===== config.mk =====
export PLATFORM = sky130hd
export DESIGN_NAME = video_mode_ctrl
export DESIGN_NICKNAME = d
export VERILOG_FILES = /design/src/rtl/video_mode_ctrl.sv
export SDC_FILE = /design/constraint.sdc
export NUM_CORES = 1
export LEC_CHECK = 0
export ABC_AREA = 0
export BUFFER_PORTS_ARGS = -buffer_cell sky130_fd_sc_hd__buf_2
export CAP_MARGIN = 20
export CORE_AREA = 2 2 56 58
export DETAILED_ROUTE_END_ITERATION = 8
export DIE_AREA = 0 0 58 60
export PLACE_DENSITY = 0.85
export SETUP_SLACK_MARGIN = 0.1
export SLEW_MARGIN = 15
export SYNTH_ARGS = -nofsm -noshare
export SYNTH_HDL_FRONTEND = slang
export SYNTH_SLANG_ARGS = --single-unit

===== constraint.sdc =====
create_clock -name clk_in -period 2.3 [get_ports clk_in]
set_input_delay 0.46 -clock clk_in [delete_from_list [all_inputs] [get_ports clk_in]]
set_output_delay 0.46 -clock clk_in [all_outputs]
set_load 0.005 [all_outputs]

===== src/rtl/video_mode_ctrl.sv =====
// video_mode_ctrl: debounced, frame-synchronous display-mode selector with optional auto-cycling
module video_mode_ctrl #(
  parameter logic [15:0] DEBOUNCE_CYCLES = 16'd50000,
  parameter logic [7:0]  AUTO_FRAMES     = 8'd60
) (
  input  logic       clk_in,
  input  logic       rst_n_in,
  input  logic       btn_in,
  input  logic       new_frame_in,
  input  logic       auto_en_in,
  output logic       pending_out,
  output logic [1:0] bg_out,
  output logic       changed_out
);
  typedef enum logic {IDLE, PENDING} state_t;
  state_t      state, state_nx;
  logic        sync_a, btn_s, btn_db, btn_db_q, press;
  logic [15:0] db_cnt;
  logic [1:0]  target, target_nx, bg_nx, target_eff;
  logic        changed_nx, commit, auto_hit;
  logic [7:0]  frame_cnt, frame_cnt_nx;
  // bring the raw button into the pixel clock domain
  always_ff @(posedge clk_in or negedge rst_n_in)
    if (!rst_n_in) {btn_s, sync_a} <= 2'b00;
    else {btn_s, sync_a} <= {sync_a, btn_in};
  // accept a new button level only after it has been stable long enough
  always_ff @(posedge clk_in or negedge rst_n_in)
    if (!rst_n_in) begin
      db_cnt   <= '0;
      btn_db   <= 1'b0;
      btn_db_q <= 1'b0;
    end else begin
      btn_db_q <= btn_db;
      if (btn_s == btn_db) db_cnt <= '0;
      else if (db_cnt == DEBOUNCE_CYCLES - 16'd1) begin
        btn_db <= btn_s;
        db_cnt <= '0;
      end else db_cnt <= db_cnt + 16'd1;
    end
  assign press       = btn_db & ~btn_db_q;
  assign commit      = new_frame_in & ((state == PENDING) | press);
  assign target_eff  = (state == PENDING) ? target + {1'b0, press} : bg_out + 2'd1;
  assign auto_hit    = new_frame_in & auto_en_in & (state == IDLE) & (frame_cnt == AUTO_FRAMES - 8'd1);
  assign pending_out = (state == PENDING);
  // next mode, queued target and auto-cycle count; a button commit beats the auto step
  always_comb begin
    state_nx     = state;
    target_nx    = target;
    bg_nx        = bg_out;
    changed_nx   = 1'b0;
    frame_cnt_nx = auto_en_in ? frame_cnt + {7'd0, new_frame_in} : 8'd0;
    if (commit) begin
      state_nx     = IDLE;
      target_nx    = target_eff;
      bg_nx        = target_eff;
      changed_nx   = 1'b1;
      frame_cnt_nx = 8'd0;
    end else if (press) begin
      state_nx  = PENDING;
      target_nx = target_eff;
    end else if (auto_hit) begin
      target_nx    = bg_out + 2'd1;
      bg_nx        = bg_out + 2'd1;
      changed_nx   = 1'b1;
      frame_cnt_nx = 8'd0;
    end
  end
  // controller state register; reset discards any queued request
  always_ff @(posedge clk_in or negedge rst_n_in)
    if (!rst_n_in) begin
      state       <= IDLE;
      target      <= 2'd0;
      bg_out      <= 2'd0;
      changed_out <= 1'b0;
      frame_cnt   <= 8'd0;
    end else begin
      state       <= state_nx;
      target      <= target_nx;
      bg_out      <= bg_nx;
      changed_out <= changed_nx;
      frame_cnt   <= frame_cnt_nx;
    end
endmodule


## After elaboration in Yosys (flattened, before gate mapping)

Cells that the tools add are included.

- Bits in registers: 34
- Input bits: 5
- Output and inout port bits: 4
- Logic and storage cells: 49

- Add/subtract/negate cells: 4
- Eq/ne operators: 4
- Mux-type cells: 17
- Bitwise logic cells: 9
- Reduce and logical (&&, ||, !) cells: 5

Operators with widths:

| operator | count |
|---|---|
| $mux W16 | 2 |
| $mux W8 | 4 |
| $add A16 B1 Y16 const B | 1 |
| $eq A16 B16 Y1 const B | 1 |
| $mux W2 | 6 |
| $add A8 B1 Y8 | 1 |
| $eq A8 B6 Y1 const B | 1 |
| $and A1 B1 Y1 | 5 |
| $mux W1 | 5 |
| $reduce_and A2 Y1 | 2 |
| $reduce_bool A2 Y1 | 2 |
| $not A1 Y1 | 3 |
| $reduce_bool A3 Y1 | 1 |
| $add A2 B1 Y2 | 1 |
| $add A2 B1 Y2 const B | 1 |
| $ne A2 B1 Y1 const B | 1 |
| $eq A1 B1 Y1 | 1 |
| $or A1 B1 Y1 | 1 |

## Depth between registers and ports, before layout

- Depth in word-level cells: 6
- Depth in mapped cells: 7
- Depth with buffers taken out: 7

## Worst setup path before layout

Ideal clock, no wire load.

- Kind: reg-to-reg
- Start: register db_cnt[5]
- End: register btn_db
- Library setup time: 0.125 ns
- Arrival time: 1.745 ns
- Required time: 2.175 ns
- Setup slack: 0.430 ns
- Cell stages (with the launch flop): 4
- Path buffers: 0
- Period minus slack after synthesis: 1.870 ns
- Path through: dfrtp_1 -> or4b_1 -> or4_4 -> mux2_4

- Longest elaborated chain between the ends: 2

RTL lines:

| what | line | RTL |
|---|---|---|
| start: declaration | 18 | `logic [15:0] db_cnt;` |
| start signal: assignment | 38 | `end else db_cnt <= db_cnt + 16'd1;` |
| $eq A16 B16 Y1 | 35 | `else if (db_cnt == DEBOUNCE_CYCLES - 16'd1) begin` |
| $reduce_and A2 Y1 (no line) | -- |  |
| end signal: assignment | 36 | `btn_db <= btn_s;` |
| end: declaration | 17 | `logic sync_a, btn_s, btn_db, btn_db_q, press;` |

Every way passes these cells.
A chain may end at the register's enable or synchronous reset.

## Worst setup path after layout

- Start: register db_cnt[5]
- End: register db_cnt[11]

- Longest elaborated chain between the ends: 3
- Elaborated cells between the ends (all ways): 4
- Classes of those cells: add/sub (1); eq/ne (1); mux (2)

RTL lines:

| what | line | RTL |
|---|---|---|
| $add A16 B1 Y16 / $eq A16 B16 Y1 (equally long branches) | 38, 35 |  |
| $mux W16 (*) | 35 |  |
| $mux W16 (*) | 34 | `if (btn_s == btn_db) db_cnt <= '0;` |

Every way passes the cells marked *; elsewhere a longest branch is shown, timed or not.

==> impl_metrics.ini <==
[setup_path]
cp.required_ps = 2510
crit_chain = or4b_1 -> or4_4 -> nand2_2 -> nor2_1
timing.rr.start = db_cnt[5]
rr_worst_depth = 4
crit_start = db_cnt[5]
end_kind = flip-flop
cp_slowest_cell = or4_4
cpPeakStageDelay_ps = 550
start_kind = flip-flop
crit_type = reg2reg
cp_data_arrival_time_ps = 2170
critical_path.max_fanout = 14

[yosys]
synth_xor_area_frac = 0.1225
synthAdderAreaFrac = 0.03044
synth_top_area_frac = 0.5175
yosys.area_share.simple = 0.2367
synth_top_family_by_area = simple AND/OR/NAND/NOR gates
syn-num-nets = 170
synth_area_leaders = dfrtp_1 52%, xnor2_1 8.5%, nor2_1 6.6%
synth_compound_area_frac = 0.05023
yosys.area.top_type = dfrtp_1
yosysSeqAreaShare = 0.5175
postSynthAreaPerCell_um2 = 10.21
ys_seq_elements = 34
synth_mux_area_frac = 0.01522
syn_inst = 161
syn_area_um2 = 1644
synth_cell_types = 32
yosysWarnings = 0

[hold_path]
hold_path_class = in2async

[sta]
drv_slew = 0
timing_hold_violations_final = 0
tightest_slew_ps = 723.8
layout_min_cycle_time_ps = 1957
finalCritPeriodShare = 0.8510
setup_viol = 0
fmax_ghz = 0.5109
relSlewSlack = 0.5175
fin_setup_tns_ps = 0
fin_ws_ps = 342.7
rsz0062_at_grt = no
finalClockSkew_ps = 8.449

[grt]
grt_antenna_before_repair = 0
grt_pass1_vias = 1227
grt_first_pass_wirelength_um = 5140
grt_max_degree = 35
overflow = 0
grt.total_usage = 0.2032

[run]
cap_viol_max_count = 0

[final_layout]
regArea_um2 = 850.8
multi_input_area_um2 = 748.2
drive_gt1_frac = 0.1040
diodes = 0
syn_to_final_growth_pct = 7.382
fillers = 229
final_common_cell = dfrtp_1
final_cell_mix = 34 x dfrtp_1, 29 x nor2_1, 16 x xnor2_1
nets = 183

[clock_network]
holdBufCountCts = 0
path_clk_slew_ps = 100
insertion_delay_ps = 330
postCtsSetupBuffers = 0
cts_buffer_depth = 2
root_buffer = clkbuf_4
htree_levels = 2
cts_buffers = 5
cts_resized = 0
cts_sinks = 34
cts_tree = yes

[place]
portBuffers = 8
place_congestion = 0.8727
post-dp-hpwl_um = 2013
post-place-ws_ps = 357.1

[floorplan]
dieArea_um2 = 3480
core_um2 = 2903
start_util = 0.5664
top_level_ports = 9
rows = 20
die_h_um = 60
die_width_um = 58

[route]
vias_per_cell = 5.782
drt-pass1-iter-count = 4
vias = 1191
drc = 0
drt-total-wl_um = 2844
first_iter_violations = 63
wl_per_cell_um = 13.81
postRouteAntennaNets = 0

[power]
power.leakage_nw = 0.7781
total_power_mw = 0.9896
irDropWorstVdd_mv = 0.4023
power.density_nw_per_um2 = 560.5

[status]
status = finished clean
[logic make-up after synthesis]
kind of cell	Yosys count
and+or+nand+nor	76
DFF	34
xor gates and xnor gates	23
AOI/OAI and AO/OA	12
buffers and inverters	10
adders and majority gates	4
muxes	2
[power breakdown]
| part | leakage (nW) | total (mW) | internal [mW] | switching, mW |
|---|---|---|---|---|
| Combinational | 0.285 | 0.0489 | 0.0180 | 0.0309 |
| Clock | 0.0302 | 0.320 | 0.138 | 0.182 |
| Sequential | 0.463 | 0.621 | 0.610 | 0.0106 |
| Total | 0.778 | 0.990 | 0.766 | 0.224 |
[worst max-delay path, delay by kind of cell (launching register included)]
kind	cells	cell delay (ps)
simple gates	4	1390
flops	1	440
[per-layer routing]
metal	wire, µm	global-route usage
met5	0	0
met4	70	0.1130
met3	134	0.07792
met2	1437	0.3458
met1	1201	0.2172
[final cells by class]
type | count | area share
clock buffer | 6 | 0.02906
inverter | 7 | 0.01488
multi-input combinational | 117 | 0.4238
sequential | 34 | 0.4819
tap | 33 | 0.02339
timing repair buffer | 9 | 0.02693
[path summary, 6_finish.rpt]
path | to | slack (ps)
max | db_cnt[11] | 340
min | frame_cnt[6] | 170
max reg2reg | db_cnt[11] | 340
min reg2reg | btn_s | 350
max in group asynchronous | db_cnt[11] | 1660
min in group clk_in | sync_a | 230
[metrics by stage]
| step | cells | instance area (µm²) | util | hold slack, ps |
|---|---|---|---|---|
| floorplan | 161 | 1644 | - | 164.4 |
| global placement | 200 | 1714 | 0.5905 | 336.8 |
| detailed placement | 200 | 1714 | 0.5905 | 334.7 |
| CTS | 206 | 1765 | 0.6082 | 188.5 |
| global route | 206 | 1765 | 0.6082 | 187.7 |
| finish | 206 | 1765 | 0.6082 | 172.8 |
[flip-flops by register name (all words and copies together), names as in the netlist]
signal	cells
sync_a	1
target	2
frame_cnt	8
pending_out	1
btn_db_q	1
btn_db	1
bg_out	2
db_cnt	16
btn_s	1
changed_out	1
[Yosys cell counts]
library cell and count:
and4b_1 1, nand2b_1 3, nor2_1 29, o21ai_0 4, mux2i_1 1, xor2_1 7
a21oi_1 1, dfrtp_1 34, ha_1 4, nand2_1 6, and3_1 4, nor4_1 4
clkbuf_1 2, o311ai_0 2, o31a_1 1, nand4_1 6, xnor2_1 16, clkinv_1 1
mux2_4 1, o31ai_1 1, nand3_1 11, o211ai_1 2, or4b_1 2, nand4b_1 1
nor3_1 5, inv_1 6, or4_4 1, a22o_1 1, nand2_2 1, buf_6 1
and2_1 1, nor4b_1 1
(Power assumes the default switching activity.)
